==> src/rtl/fft_frame_scheduler.sv <==
// Read-side frame scheduler for the 1024-entry sample buffer: triggers frames on HOP new samples and streams them to the FFT.
// Optional sticky overrun detector enabled by defining FFT_SCHED_OVERRUN_DET_EN.
module fft_frame_scheduler #(
    parameter int FRAME_LEN = 256,
    parameter int HOP       = 128,
    parameter int DATA_BITS = 16
) (
    input  logic                 mclk,
    input  logic                 rst_n,
    input  logic [9:0]           buff_top_i,
    input  logic                 buffer_available_i,
    output logic [9:0]           buffer_raddr_o,
    input  logic [DATA_BITS-1:0] buffer_rdata_i,
    input  logic                 enable_i,
    output logic [DATA_BITS-1:0] sample_o,
    output logic                 sample_valid_o,
    input  logic                 sample_ready_i,
    output logic                 sop_o,
    output logic                 eop_o,
    output logic                 busy_o,
    output logic                 overrun_o
);

    localparam int            CW       = $clog2(FRAME_LEN);
    localparam logic [CW-1:0] LAST_IDX = CW'(FRAME_LEN - 1);

    typedef enum logic [1:0] {
        IDLE,
        ARM,
        READ,
        DRAIN
    } state_t;

    state_t               state;
    state_t               state_nxt;
    logic [9:0]           last_top;
    logic [9:0]           new_cnt;
    logic [9:0]           frame_start;
    logic [CW-1:0]        rd_cnt;
    logic                 arm_go;
    logic                 fire;
    logic                 issue;
    logic                 last_issue;
    logic [1:0]           occ;
    logic                 inflight;
    logic                 inflight_sop;
    logic                 inflight_eop;
    logic [DATA_BITS-1:0] skid_data;
    logic                 skid_sop;
    logic                 skid_eop;
    logic                 skid_valid;

    assign new_cnt     = buff_top_i - last_top;
    assign arm_go      = (buff_top_i >= 10'(FRAME_LEN - 1));
    assign frame_start = buff_top_i - 10'(FRAME_LEN - 1);
    assign fire        = sample_valid_o && sample_ready_i;
    assign busy_o      = (state != IDLE);

    // Read credit: data in flight from the buffer plus samples held locally may never exceed two.
    assign occ        = 2'(inflight) + 2'(sample_valid_o) + 2'(skid_valid);
    assign issue      = (state == READ) && ((occ - 2'(fire)) < 2'd2);
    assign last_issue = issue && (rd_cnt == LAST_IDX);

    always_comb begin
        // NOTE: state_nxt gets a default before the case so no branch can leave it unassigned and infer a latch.
        state_nxt = state;
        case (state)
            IDLE:    if (enable_i && buffer_available_i && (new_cnt >= 10'(HOP))) state_nxt = ARM;
            ARM:     state_nxt = arm_go ? READ : IDLE;
            READ:    if (last_issue) state_nxt = DRAIN;
            DRAIN:   if (fire && eop_o) state_nxt = IDLE;
            default: state_nxt = IDLE;
        endcase
    end

    always_ff @(posedge mclk or negedge rst_n) begin
        // NOTE: non-blocking assignments throughout so every register sees the values from before the edge.
        if (!rst_n) begin
            state          <= IDLE;
            last_top       <= '0;
            buffer_raddr_o <= '0;
            rd_cnt         <= '0;
            inflight       <= 1'b0;
            inflight_sop   <= 1'b0;
            inflight_eop   <= 1'b0;
        end else begin
            state        <= state_nxt;
            inflight     <= issue;
            inflight_sop <= issue && (rd_cnt == '0);
            inflight_eop <= last_issue;
            if (state == ARM && arm_go) begin
                buffer_raddr_o <= frame_start;
                last_top       <= buff_top_i;
                rd_cnt         <= '0;
            end else if (issue) begin
                rd_cnt <= rd_cnt + CW'(1);
                // The address parks on the frame's last sample once it has been read.
                if (!last_issue) buffer_raddr_o <= buffer_raddr_o + 10'd1;
            end
        end
    end

    // Two-entry output queue: sample_o is the head, skid catches buffer data that lands during a stall.
    always_ff @(posedge mclk or negedge rst_n) begin
        if (!rst_n) begin
            sample_o       <= '0;
            sop_o          <= 1'b0;
            eop_o          <= 1'b0;
            sample_valid_o <= 1'b0;
            skid_data      <= '0;
            skid_sop       <= 1'b0;
            skid_eop       <= 1'b0;
            skid_valid     <= 1'b0;
        end else if (!sample_valid_o || fire) begin
            if (skid_valid) begin
                sample_o       <= skid_data;
                sop_o          <= skid_sop;
                eop_o          <= skid_eop;
                sample_valid_o <= 1'b1;
                skid_valid     <= inflight;
                skid_data      <= buffer_rdata_i;
                skid_sop       <= inflight_sop;
                skid_eop       <= inflight_eop;
            end else if (inflight) begin
                sample_o       <= buffer_rdata_i;
                sop_o          <= inflight_sop;
                eop_o          <= inflight_eop;
                sample_valid_o <= 1'b1;
            end else begin
                sample_valid_o <= 1'b0;
                sop_o          <= 1'b0;
                eop_o          <= 1'b0;
            end
        end else if (inflight) begin
            skid_data  <= buffer_rdata_i;
            skid_sop   <= inflight_sop;
            skid_eop   <= inflight_eop;
            skid_valid <= 1'b1;
        end
    end

`ifdef FFT_SCHED_OVERRUN_DET_EN
    logic [9:0] start_addr;
    logic [9:0] top_ahead;

    // Once the writer is within FRAME_LEN of lapping the frame start, unread samples may be gone.
    assign top_ahead = buff_top_i - start_addr;

    always_ff @(posedge mclk or negedge rst_n) begin
        if (!rst_n) begin
            start_addr <= '0;
            overrun_o  <= 1'b0;
        end else begin
            if (state == ARM && arm_go) start_addr <= frame_start;
            if ((state == READ || state == DRAIN) && (top_ahead >= 10'(1024 - FRAME_LEN)))
                overrun_o <= 1'b1;
        end
    end
`else
    assign overrun_o = 1'b0;
`endif

endmodule

==> config.mk <==
export PLATFORM = sky130hd
export DESIGN_NAME = fft_frame_scheduler
export DESIGN_NICKNAME = d
export VERILOG_FILES = /design/src/rtl/fft_frame_scheduler.sv
export SDC_FILE = /design/constraint.sdc
export NUM_CORES = 1
export LEC_CHECK = 0
export ABC_AREA = 1
export CORE_MARGIN = 8
export CORE_UTILIZATION = 56
export CTS_BUF_LIST = sky130_fd_sc_hd__clkbuf_8
export DETAILED_ROUTE_END_ITERATION = 10
export PLACE_DENSITY = 0.84
export SLEW_MARGIN = 20
export SYNTH_ARGS = -nofsm -noshare
export SYNTH_HDL_FRONTEND = slang
export SYNTH_SLANG_ARGS = --single-unit
==> constraint.sdc <==
create_clock -name mclk -period 3 [get_ports mclk]
set_input_delay 0.45 -clock mclk [delete_from_list [all_inputs] [get_ports mclk]]
set_output_delay 0.45 -clock mclk [all_outputs]
set_load 0.03 [all_outputs]
== Word-level counts from Yosys, hierarchy flattened ==
Index checks and enable logic that the tools add are counted.

* Register bits: 71
* Input port bits: 31
* Logic and storage cells: 83

* Eq/ne operators: 9
* Muxes and demuxes: 29
* Add/subtract/negate cells: 7
* Reductions and logical operators: 20
* Order comparisons: 3

{| class="wikitable"
|+ Operator list
! cell !! count
|-
| $mux 16 || 4
|-
| $mux 10 || 3
|-
| $ge 10x8->1 const B || 2
|-
| $mux 8 || 2
|-
| $mux 1 || 15
|-
| $add 10x1->10 const B || 1
|-
| $sub 10x10->10 || 1
|-
| $sub 10x8->10 const B || 1
|-
| $add 8x1->8 const B || 1
|-
| $eq 8x8->1 const B || 1
|-
| $logic_and 1x1->1 || 8
|-
| $logic_not 8->1 || 1
|-
| $mux 2 || 4
|-
| $ne 2x2->1 const B || 4
|-
| $pmux 2 s4 || 1
|-
| $reduce_bool 2->1 || 4
|-
| $reduce_and 2->1 || 3
|-
| $eq 2x2->1 const B || 2
|-
| $reduce_and 3->1 || 1
|-
| $add 1x1->2 || 1
|-
| $add 2x1->2 || 1
|-
| $eq 2x1->1 const B || 1
|-
| $logic_not 2->1 || 1
|-
| $lt 2x2->1 const B || 1
|-
| other kinds (4) || 4
|}

== Longest topological paths before layout ==
Gate-level depths: netlist of the first run.

* Depth in word-level cells: 9
* Mapped depth: 17
* Gate-level depth less buffers: 17

== Least setup slack after synthesis of the first run ==
Ideal clock, no wire load.

* Path type: flip-flop to flip-flop
* From: register sample_valid_o
* To: register rd_cnt[7]
* Slack: 0.674 ns
* Stages on the path, launching flop included: 15
* Buffers on the path: 0
* Data arrival time: 2.206 ns
* Path through: dfrtp_1 > nand2_1 > inv_1 > ha_1 > inv_1 > ha_1 > nand2_1 > inv_1 > o21bai_1 > nand3_2 > or2_1 > nor2_2 > nand3_1 > o21ai_0 > nor2_1

* Word-level cells in the longest chain between the ends: 6

{| class="wikitable"
|+ RTL lines
! element !! RTL line !! text
|-
| from (decl) || 16 || <nowiki>output logic sample_valid_o,</nowiki>
|-
| from (signal assigned) || 109 || <nowiki>sample_valid_o <= 1'b0;</nowiki>
|-
| from (signal assigned) || 119 || <nowiki>sample_valid_o <= 1'b1;</nowiki>
|-
| from (signal assigned) || 128 || <nowiki>sample_valid_o <= 1'b1;</nowiki>
|-
| $add 1x1->2 || 60 || <nowiki>assign occ = 2'(inflight) + 2'(sample_valid_o) + 2'(skid_valid);</nowiki>
|-
| $add 2x1->2 || 60 ||
|-
| $sub 2x1->2 (*) || 61 || <nowiki>assign issue = (state == READ) && ((occ - 2'(fire)) < 2'd2);</nowiki>
|-
| $lt 2x2->1 (*) || 61 ||
|-
| $logic_and 1x1->1 (*) || 61 ||
|-
| $reduce_bool 2->1 (no line) (*) || - ||
|-
| to (signal assigned) || 96 || <nowiki>rd_cnt <= rd_cnt + CW'(1);</nowiki>
|-
| to (decl) || 39 || <nowiki>logic [CW-1:0] rd_cnt;</nowiki>
|}

Every way passes the cells marked *; elsewhere a longest branch is shown, timed or not.
A chain may end at the register's enable or synchronous reset.

== Worst setup path after layout of the first run ==
* From: input port sample_ready_i
* To: register buffer_raddr_o[7]

* Word-level cells in the longest chain between the ends: 7

{| class="wikitable"
|+ RTL lines
! element !! RTL line !! text
|-
| from (decl) || 17 || <nowiki>input logic sample_ready_i,</nowiki>
|-
| $logic_and 1x1->1 (*) || 56 || <nowiki>assign fire = sample_valid_o && sample_ready_i;</nowiki>
|-
| $sub 2x1->2 (*) || 61 ||
|-
| $lt 2x2->1 (*) || 61 ||
|-
| $logic_and 1x1->1 (*) || 61 ||
|-
| net issue || 42 || <nowiki>logic issue;</nowiki>
|-
| $logic_and 1x1->1 || 62 || <nowiki>assign last_issue = issue && (rd_cnt == LAST_IDX);</nowiki>
|-
| $ne 2x1->1 (no line) || - ||
|-
| $reduce_and 2->1 (no line) (*) || - ||
|-
| to (signal assigned) || 92 || <nowiki>buffer_raddr_o <= frame_start;</nowiki>
|-
| to (signal assigned) || 98 || <nowiki>if (!last_issue) buffer_raddr_o <= buffer_raddr_o + 10'd1;</nowiki>
|-
| to (decl) || 12 || <nowiki>output logic [9:0] buffer_raddr_o,</nowiki>
|}

Mark *: on every way through the listed nets, which the timed path passes. The rest lies on a longest branch.

==> reports/metrics.yaml, run 1 <==
status:
  status: "completed"
min_path:
  hold_class: "input pin to asynchronous set/reset pin"
cts:
  clock_tree.buffer_depth: 2
  clk_lat_worst_skew_ns: 0.35
  clock_sinks: 71
  clock_tree.root_cell: "sky130_fd_sc_hd__clkbuf_8"
  clock_buffers_created_by_tritoncts: 9
  postCtsResizedCells: 0
  hold_buffers: 0
  cts_tree: "built"
  clock_tree.htree_level_count: 3
  worst_setup_hold_path_clk_slew_ns: 0.07
  post_cts_buffers: 0
route:
  drt-wirelength-per-cell_um: 14.5
  drc: 0
  route.antenna.remaining_nets: 0
  first_pass_detailed_route_iteration_total: 5
  detailroute.via_count: 3238
  detail_route.wirelength_mm: 8.81
  detailedRoute.firstIterationViolations: 149
  avgViaCountPerCell: 5.33
global_route:
  grt_start_max_net_pins: 41
  antenna_found_initial: 0
  global_route.overflow_total: 0
  first_pass_grt_wire_length_mm: 15.0
  via_count_of_the_first_global_routing_pass: 3368
  grt_usage_pct: 18.6
synthesis:
  post-synth-top-area-cell: "sky130_fd_sc_hd__dfrtp_1"
  synth.top_cells.by_area: "sky130_fd_sc_hd__dfrtp_1, sky130_fd_sc_hd__nand2_1, sky130_fd_sc_hd__mux2_2"
  synth.cell_area_mm2: 0.00387
  synth_top_area_share_pct: 45.9
  synthesis.instances: 457
  synthesis.nets: 504
  synth_warnings: 0
  ys_ff_latch: 71
  synthDistinctLibCells: 43
  yosysSeqAreaShare_pct: 45.9
  syn_avg_cell_area_um2: 8.47
placement:
  half_perimeter_wire_length_after_placement_mm: 6.37
  place.gp.congestion: 0.839
  placement.io_buffers: 60
critical_path:
  critPathLaunch: "sample_ready_i"
  critical_path_arrival_ns: 2.85
  worst_reg_to_reg_cells: 15
  cp_data_required_time_ns: 3.23
  reg2reg_from: "sample_valid_o"
  cp_num_cells: 16
  setup.worst_path.end_class: "flop"
  crit_path_start_kind: "input pin"
  critPathMaxStageDelay_ns: 0.49
  critical_path.cell_chain: "clkdlybuf4s50_1 -> nand2_1 -> inv_1 -> ha_1 -> inv_1 -> ha_1 -> nand2_1 -> inv_1 -> o21bai_1 -> nand3_2 -> inv_2 -> nand2_2 -> nand2_4 -> inv_2 -> nor3_1 -> nor2_1"
  critPathTopFamily: "buffers and inverters"
  crit_path_max_fanout: 15
  timing.critical_path.mode_cell: "sky130_fd_sc_hd__inv_1"
  timing.setup.critical_path_class: "input pin to flop"
  slowest_stage: "sky130_fd_sc_hd__clkdlybuf4s50_1"
  critical_path_buf_inv_count: 6
floorplan:
  die-height_um: 99.1
  chipWidth_um: 99.1
  pin_count: 62
  row_count: 30
  fp.coreArea_mm2: 0.00676
  initial_standard_cell_utilization_of_the_core_pct: 57.3
  fp.dieArea_mm2: 0.00982
finish:
  antenna_cells: 0
  multiInputGateArea_mm2: 0.00180
  final_util_pct: 71.2
  drive_above_1_share_pct: 11.6
  areaGrowthSynthToFinish_pct: 24.4
  finish.net_count: 569
  seq_area_mm2: 0.00178
  filler_cell_count: 503
timing:
  timing.final.setup_violations: 0
  final_max_slew_viol_count: 0
  tns_ns: 0
  timing.final.hold_violations: 0
  timing.final.crit_share_pct: 87.3
  setup_repair_after_global_routing_missed_its_margin: "false"
  clock_skew_ns: 0.00940
  fin_crit_ns: 2.62
  timing_worst_slew_pin_value_ns: 0.931
  timing.fmax_mhz: 382
  slew_headroom_pct: 37.9
power:
  ir_drop_mv: 0.587
  leakagePower_nw: 2.32
  power_dissipated_by_switching_net_loads_w: 0.00228
  combPwrFrac_pct: 49.9
  sequentialPowerShare_pct: 31.4
  netSwitchingFraction_pct: 42.1
  pwr_density_cell_mw_per_mm2: 1130
  pwr-share-clk_pct: 18.7
  intPower_w: 0.00314
run:
  max_cap_violations: 0
## worst reg2reg max path, cell delays in order, from the launching register on
cell	delay, ns
sky130_fd_sc_hd__dfrtp_1	0.43
sky130_fd_sc_hd__nand2_1	0.12
sky130_fd_sc_hd__inv_1	0.06
sky130_fd_sc_hd__ha_1	0.27
sky130_fd_sc_hd__inv_1	0.04
sky130_fd_sc_hd__ha_1	0.26
sky130_fd_sc_hd__nand2_1	0.06
sky130_fd_sc_hd__inv_1	0.05
sky130_fd_sc_hd__o21bai_1	0.16
sky130_fd_sc_hd__nand3_2	0.15
sky130_fd_sc_hd__inv_2	0.16
sky130_fd_sc_hd__nand2_2	0.10
sky130_fd_sc_hd__nand2_4	0.17
sky130_fd_sc_hd__inv_2	0.07
sky130_fd_sc_hd__nor3_1	0.17
sky130_fd_sc_hd__nor2_1	0.07
## cell type report
| type | count | area share [%] |
|---|---|---|
| tap | 80 | 2.08 |
| inverter | 54 | 4.24 |
| timing repair buffer | 67 | 13.7 |
| clock inverter | 7 | 3.02 |
| clock buffer | 9 | 2.57 |
| sequential | 71 | 36.9 |
| multi-input combinational | 319 | 37.5 |
## power by group through the flow
stage | Combinational, W | Sequential [W] | Clock [W]
detailed placement | 0.00269 | 0.00171 | 0
global placement | 0.00258 | 0.00169 | 0
CTS | 0.00271 | 0.00170 | 0.00102
global route | 0.00299 | 0.00176 | 0.00107
finish | 0.00270 | 0.00170 | 0.00101
floorplan | 0.00162 | 0.00199 | 0
## state kept, by name (all words and copies together) (netlist names), 8 cells and up, named ones only
| signal | cells |
|---|---|
| last_top | 10 |
| sample_o | 16 |
| skid_data | 16 |
| buffer_raddr_o | 10 |
| rd_cnt | 8 |
## synth_stat cells (all sizes together)
master	n
dfrtp	71
or2	3
xnor2	1
nor2	50
nand4	1
clkbuf	3
nand3b	3
buf	10
o21a	1
xor2	11
ha	15
o211a	1
a31oi	20
nand2	117
o211ai	5
conb	1
o21ai	25
a21oi	12
nor3	6
o21bai	2
inv	52
mux2	17
o31ai	1
a21o	1
a22oi	1
nor4	1
clkinv	2
nand3	23
fa	1
## cells in the final DEF, fill, tap and decap left out, types with 11 or more instances in the layout
cell type	Yosys	routed
sky130_fd_sc_hd__a21oi_1	11	11
sky130_fd_sc_hd__a31oi_1	20	20
sky130_fd_sc_hd__clkdlybuf4s50_1	0	59
sky130_fd_sc_hd__dfrtp_1	71	71
sky130_fd_sc_hd__ha_1	15	15
sky130_fd_sc_hd__inv_1	50	50
sky130_fd_sc_hd__mux2_2	17	17
sky130_fd_sc_hd__nand2_1	112	112
sky130_fd_sc_hd__nand3_1	21	21
sky130_fd_sc_hd__nor2_1	46	46
sky130_fd_sc_hd__o21ai_0	21	21
sky130_fd_sc_hd__xor2_1	11	11
## metrics by stage
stage | worst slack, ns | std cells | total power [W] | cell area [um^2] | hold WS (ns)
4_1_cts | 0.401 | 607 | 0.00544 | 4810 | 0.161
6_report | 0.380 | 607 | 0.00542 | 4810 | 0.150
3_5_place_dp | 0.0348 | 591 | 0.00440 | 4540 | 0.481
5_1_grt | 0.199 | 607 | 0.00582 | 4810 | 0.216
2_1_floorplan | 0.674 | 457 | 0.00361 | 3870 | 0.154
3_3_place_gp | 0.185 | 591 | 0.00428 | 4540 | 0.468
## path summary, 6_finish.rpt
check                      slack, ns           endpoint
max                             0.38  buffer_raddr_o[7]
min                             0.15        sample_o[4]
max reg2reg                     0.56  buffer_raddr_o[7]
min reg2reg                     0.50        last_top[7]
max in group asynchronous       2.20          rd_cnt[1]
min in group mclk               0.50        last_top[7]
## cells by family after synthesis
logic type	Yosys count	share of synthesized area, %
compound gates	69	10.7
xor+xnor	12	2.72
fa+ha+maj	16	5.37
buf+inv	67	7.47
flops	71	45.9
mux	17	4.95
other cells	1	0.0969
simple gates	204	22.7
## metal layers
layer | GRT usage, % | vias up | routed length, um
li1 | - | 1612 | -
met1 | 21.0 | 1532 | 3840
met2 | 33.3 | 82 | 4400
met3 | 4.68 | 12 | 463
met4 | 6.40 | 0 | 106
met5 | 0 | - | 0
(Power assumes the default switching activity.)
==> inputs of run 2 (changes only) <==
Settings changed: MAX_ROUTING_LAYER from default to met4.
==> run 2 against run 1 <==
Sequential share of layout area did not move. Clock-buffer cell count did not move. Worst setup slack improved by 0.0029 ns. Critical path type unchanged. Largest cell class unchanged.
==> reports/metrics.yaml, run 2 (synthesis gave the netlist of run 1 again) <==
power:
  pwr_density_cell_mw_per_mm2: 1130  # about the same
  ir_drop_mv: 0.587  # about the same
  p_total_w: 0.00542  # about the same
  leakagePower_nw: 2.32  # unchanged
critical_path:
  setup.worst_path.end_class: "flop"  # unchanged
  cp_data_required_time_ns: 3.23  # about the same
  crit_path_start_kind: "input pin"  # unchanged
  ff2ff_setup_slack_ns: 0.57  # was 0.56 ns
  critical_path_arrival_ns: 2.85  # about the same
  reg2reg_from: "sample_valid_o"  # unchanged
  timing.setup.critical_path_class: "input pin to flop"  # unchanged
  worst_reg_to_reg_cells: 15  # unchanged
  reg2reg_to: "buffer_raddr_o[7]"  # unchanged
  crit_path_max_fanout: 15  # unchanged
global_route:
  first_pass_grt_wire_length_mm: 15.0  # about the same
  via_count_of_the_first_global_routing_pass: 3366  # was 3368
  grt_usage_pct: 19.1  # was 18.6%
  global_route.overflow_total: 0  # unchanged
  antenna_found_initial: 0  # unchanged
  grt_start_max_net_pins: 41  # unchanged
timing:
  timing.fmax_mhz: 382  # about the same
  timing.final.crit_share_pct: 87.2  # was 87.3%
  final_max_slew_viol_count: 0  # unchanged
  slew_headroom_pct: 39.0  # was 37.9%
  timing_worst_slew_pin_value_ns: 0.914  # was 0.931 ns
  setup_repair_after_global_routing_missed_its_margin: "false"  # unchanged
  fin_crit_ns: 2.62  # about the same
  clock_skew_ns: 0.00853  # was 0.00940 ns
  tns_ns: 0  # unchanged
  timing.final.setup_violations: 0  # unchanged
  timing.final.hold_violations: 0  # unchanged
placement:
  half_perimeter_wire_length_after_placement_mm: 6.37  # unchanged
  place.gp.congestion: 0.852  # was 0.839
  placement.io_buffers: 60  # unchanged
cts:
  clk_lat_worst_skew_ns: 0.35  # about the same
  hold_buffers: 0  # unchanged
  clock_buffers_created_by_tritoncts: 9  # unchanged
  clock_tree.buffer_depth: 2  # unchanged
  postCtsResizedCells: 0  # unchanged
  clock_tree.root_cell: "sky130_fd_sc_hd__clkbuf_8"  # unchanged
  clock_tree.htree_level_count: 3  # unchanged
  clock_sinks: 71  # unchanged
  post_cts_buffers: 0  # unchanged
  worst_setup_hold_path_clk_slew_ns: 0.07  # about the same
  cts_tree: "built"  # unchanged
route:
  drc: 0  # unchanged
  detailedRoute.firstIterationViolations: 148  # was 149
  route.antenna.remaining_nets: 0  # unchanged
  avgViaCountPerCell: 5.36  # was 5.33
  detail_route.wirelength_mm: 8.81  # about the same
  drt-wirelength-per-cell_um: 14.5  # about the same
  first_pass_detailed_route_iteration_total: 5  # unchanged
  detailroute.via_count: 3254  # was 3238
finish:
  filler_cell_count: 503  # unchanged
  seq_area_mm2: 0.00178  # unchanged
  areaGrowthSynthToFinish_pct: 24.4  # unchanged
  finish.net_count: 569  # unchanged
  final_common_cell: "sky130_fd_sc_hd__nand2_1"  # unchanged
  multiInputGateArea_mm2: 0.00180  # unchanged
  reg_top3: "sample_o: 16 flops, skid_data: 16 flops"  # unchanged
  most-common-layout-cells: "sky130_fd_sc_hd__nand2_1, sky130_fd_sc_hd__dfrtp_1, sky130_fd_sc_hd__clkdlybuf4s50_1"  # unchanged
  drive_above_1_share_pct: 11.6  # unchanged
  antenna_cells: 0  # unchanged
floorplan:
  pin_count: 62  # unchanged
  chipWidth_um: 99.1  # unchanged
  fp.coreArea_mm2: 0.00676  # unchanged
  die-height_um: 99.1  # unchanged
  fp.dieArea_mm2: 0.00982  # unchanged
  row_count: 30  # unchanged
  initial_standard_cell_utilization_of_the_core_pct: 57.3  # unchanged
run:
  max_cap_violations: 0  # unchanged
min_path:
  hold_class: "input pin to asynchronous set/reset pin"  # unchanged
status:
  status: "completed"  # unchanged
run 2: final cells by class:
cell class / instances / area share, %
Tap cell: 80 / 2.08
Timing Repair Buffer: 67 / 13.7
Clock inverter: 7 / 3.02
Sequential cell: 71 / 36.9
Multi-Input combinational cell: 319 / 37.5
Inverter: 54 / 4.24
Clock buffer: 9 / 2.57
run 2: worst max path at each step:
stage          slack (ns)  depth (start not counted)                end      startpoint
2_1_floorplan        0.67                         14          rd_cnt[7]  sample_valid_o
6_report             0.38                         16  buffer_raddr_o[7]  sample_ready_i
3_3_place_gp         0.18                         16  buffer_raddr_o[7]  sample_ready_i
5_1_grt              0.20                         16  buffer_raddr_o[7]  sample_ready_i
3_5_place_dp         0.03                         16  buffer_raddr_o[3]  sample_ready_i
4_1_cts              0.40                         16  buffer_raddr_o[3]  sample_ready_i
run 2: worst max-delay path, stage by stage:
cell	delay (ns)
sky130_fd_sc_hd__clkdlybuf4s50_1	0.49
sky130_fd_sc_hd__nand2_1	0.13
sky130_fd_sc_hd__inv_1	0.06
sky130_fd_sc_hd__ha_1	0.27
sky130_fd_sc_hd__inv_1	0.04
sky130_fd_sc_hd__ha_1	0.26
sky130_fd_sc_hd__nand2_1	0.06
sky130_fd_sc_hd__inv_1	0.05
sky130_fd_sc_hd__o21bai_1	0.16
sky130_fd_sc_hd__nand3_2	0.14
sky130_fd_sc_hd__inv_2	0.16
sky130_fd_sc_hd__nand2_2	0.10
sky130_fd_sc_hd__nand2_4	0.17
sky130_fd_sc_hd__inv_2	0.06
sky130_fd_sc_hd__nor3_1	0.17
sky130_fd_sc_hd__nor2_1	0.07
run 2: stage by stage:
stage,cells,setup slack (ns),area (um^2),util (%),hold WS (ns)
floorplan,457,0.674,3870,-,0.154
global placement,591,0.185,4540,67.3,0.468
detailed placement,591,0.0348,4540,67.3,0.481
CTS,607,0.401,4810,71.2,0.161
global route,607,0.199,4810,71.2,0.219
finish,607,0.383,4810,71.2,0.152
run 2: where the power goes:
part | total, W | internal, W | switching (W)
Combinational | 0.00270 | 0.00110 | 0.00160
Sequential | 0.00170 | 0.00140 | 0.000300
Clock | 0.00101 | 0.000639 | 0.000376
Total | 0.00542 | 0.00314 | 0.00228
run 2: layer usage:
layer	part of all wire, %	track usage [%]
met4	1.5	6.40
met1	44	21.2
met2	49	33.3
met3	5.1	4.40
met5	0	-
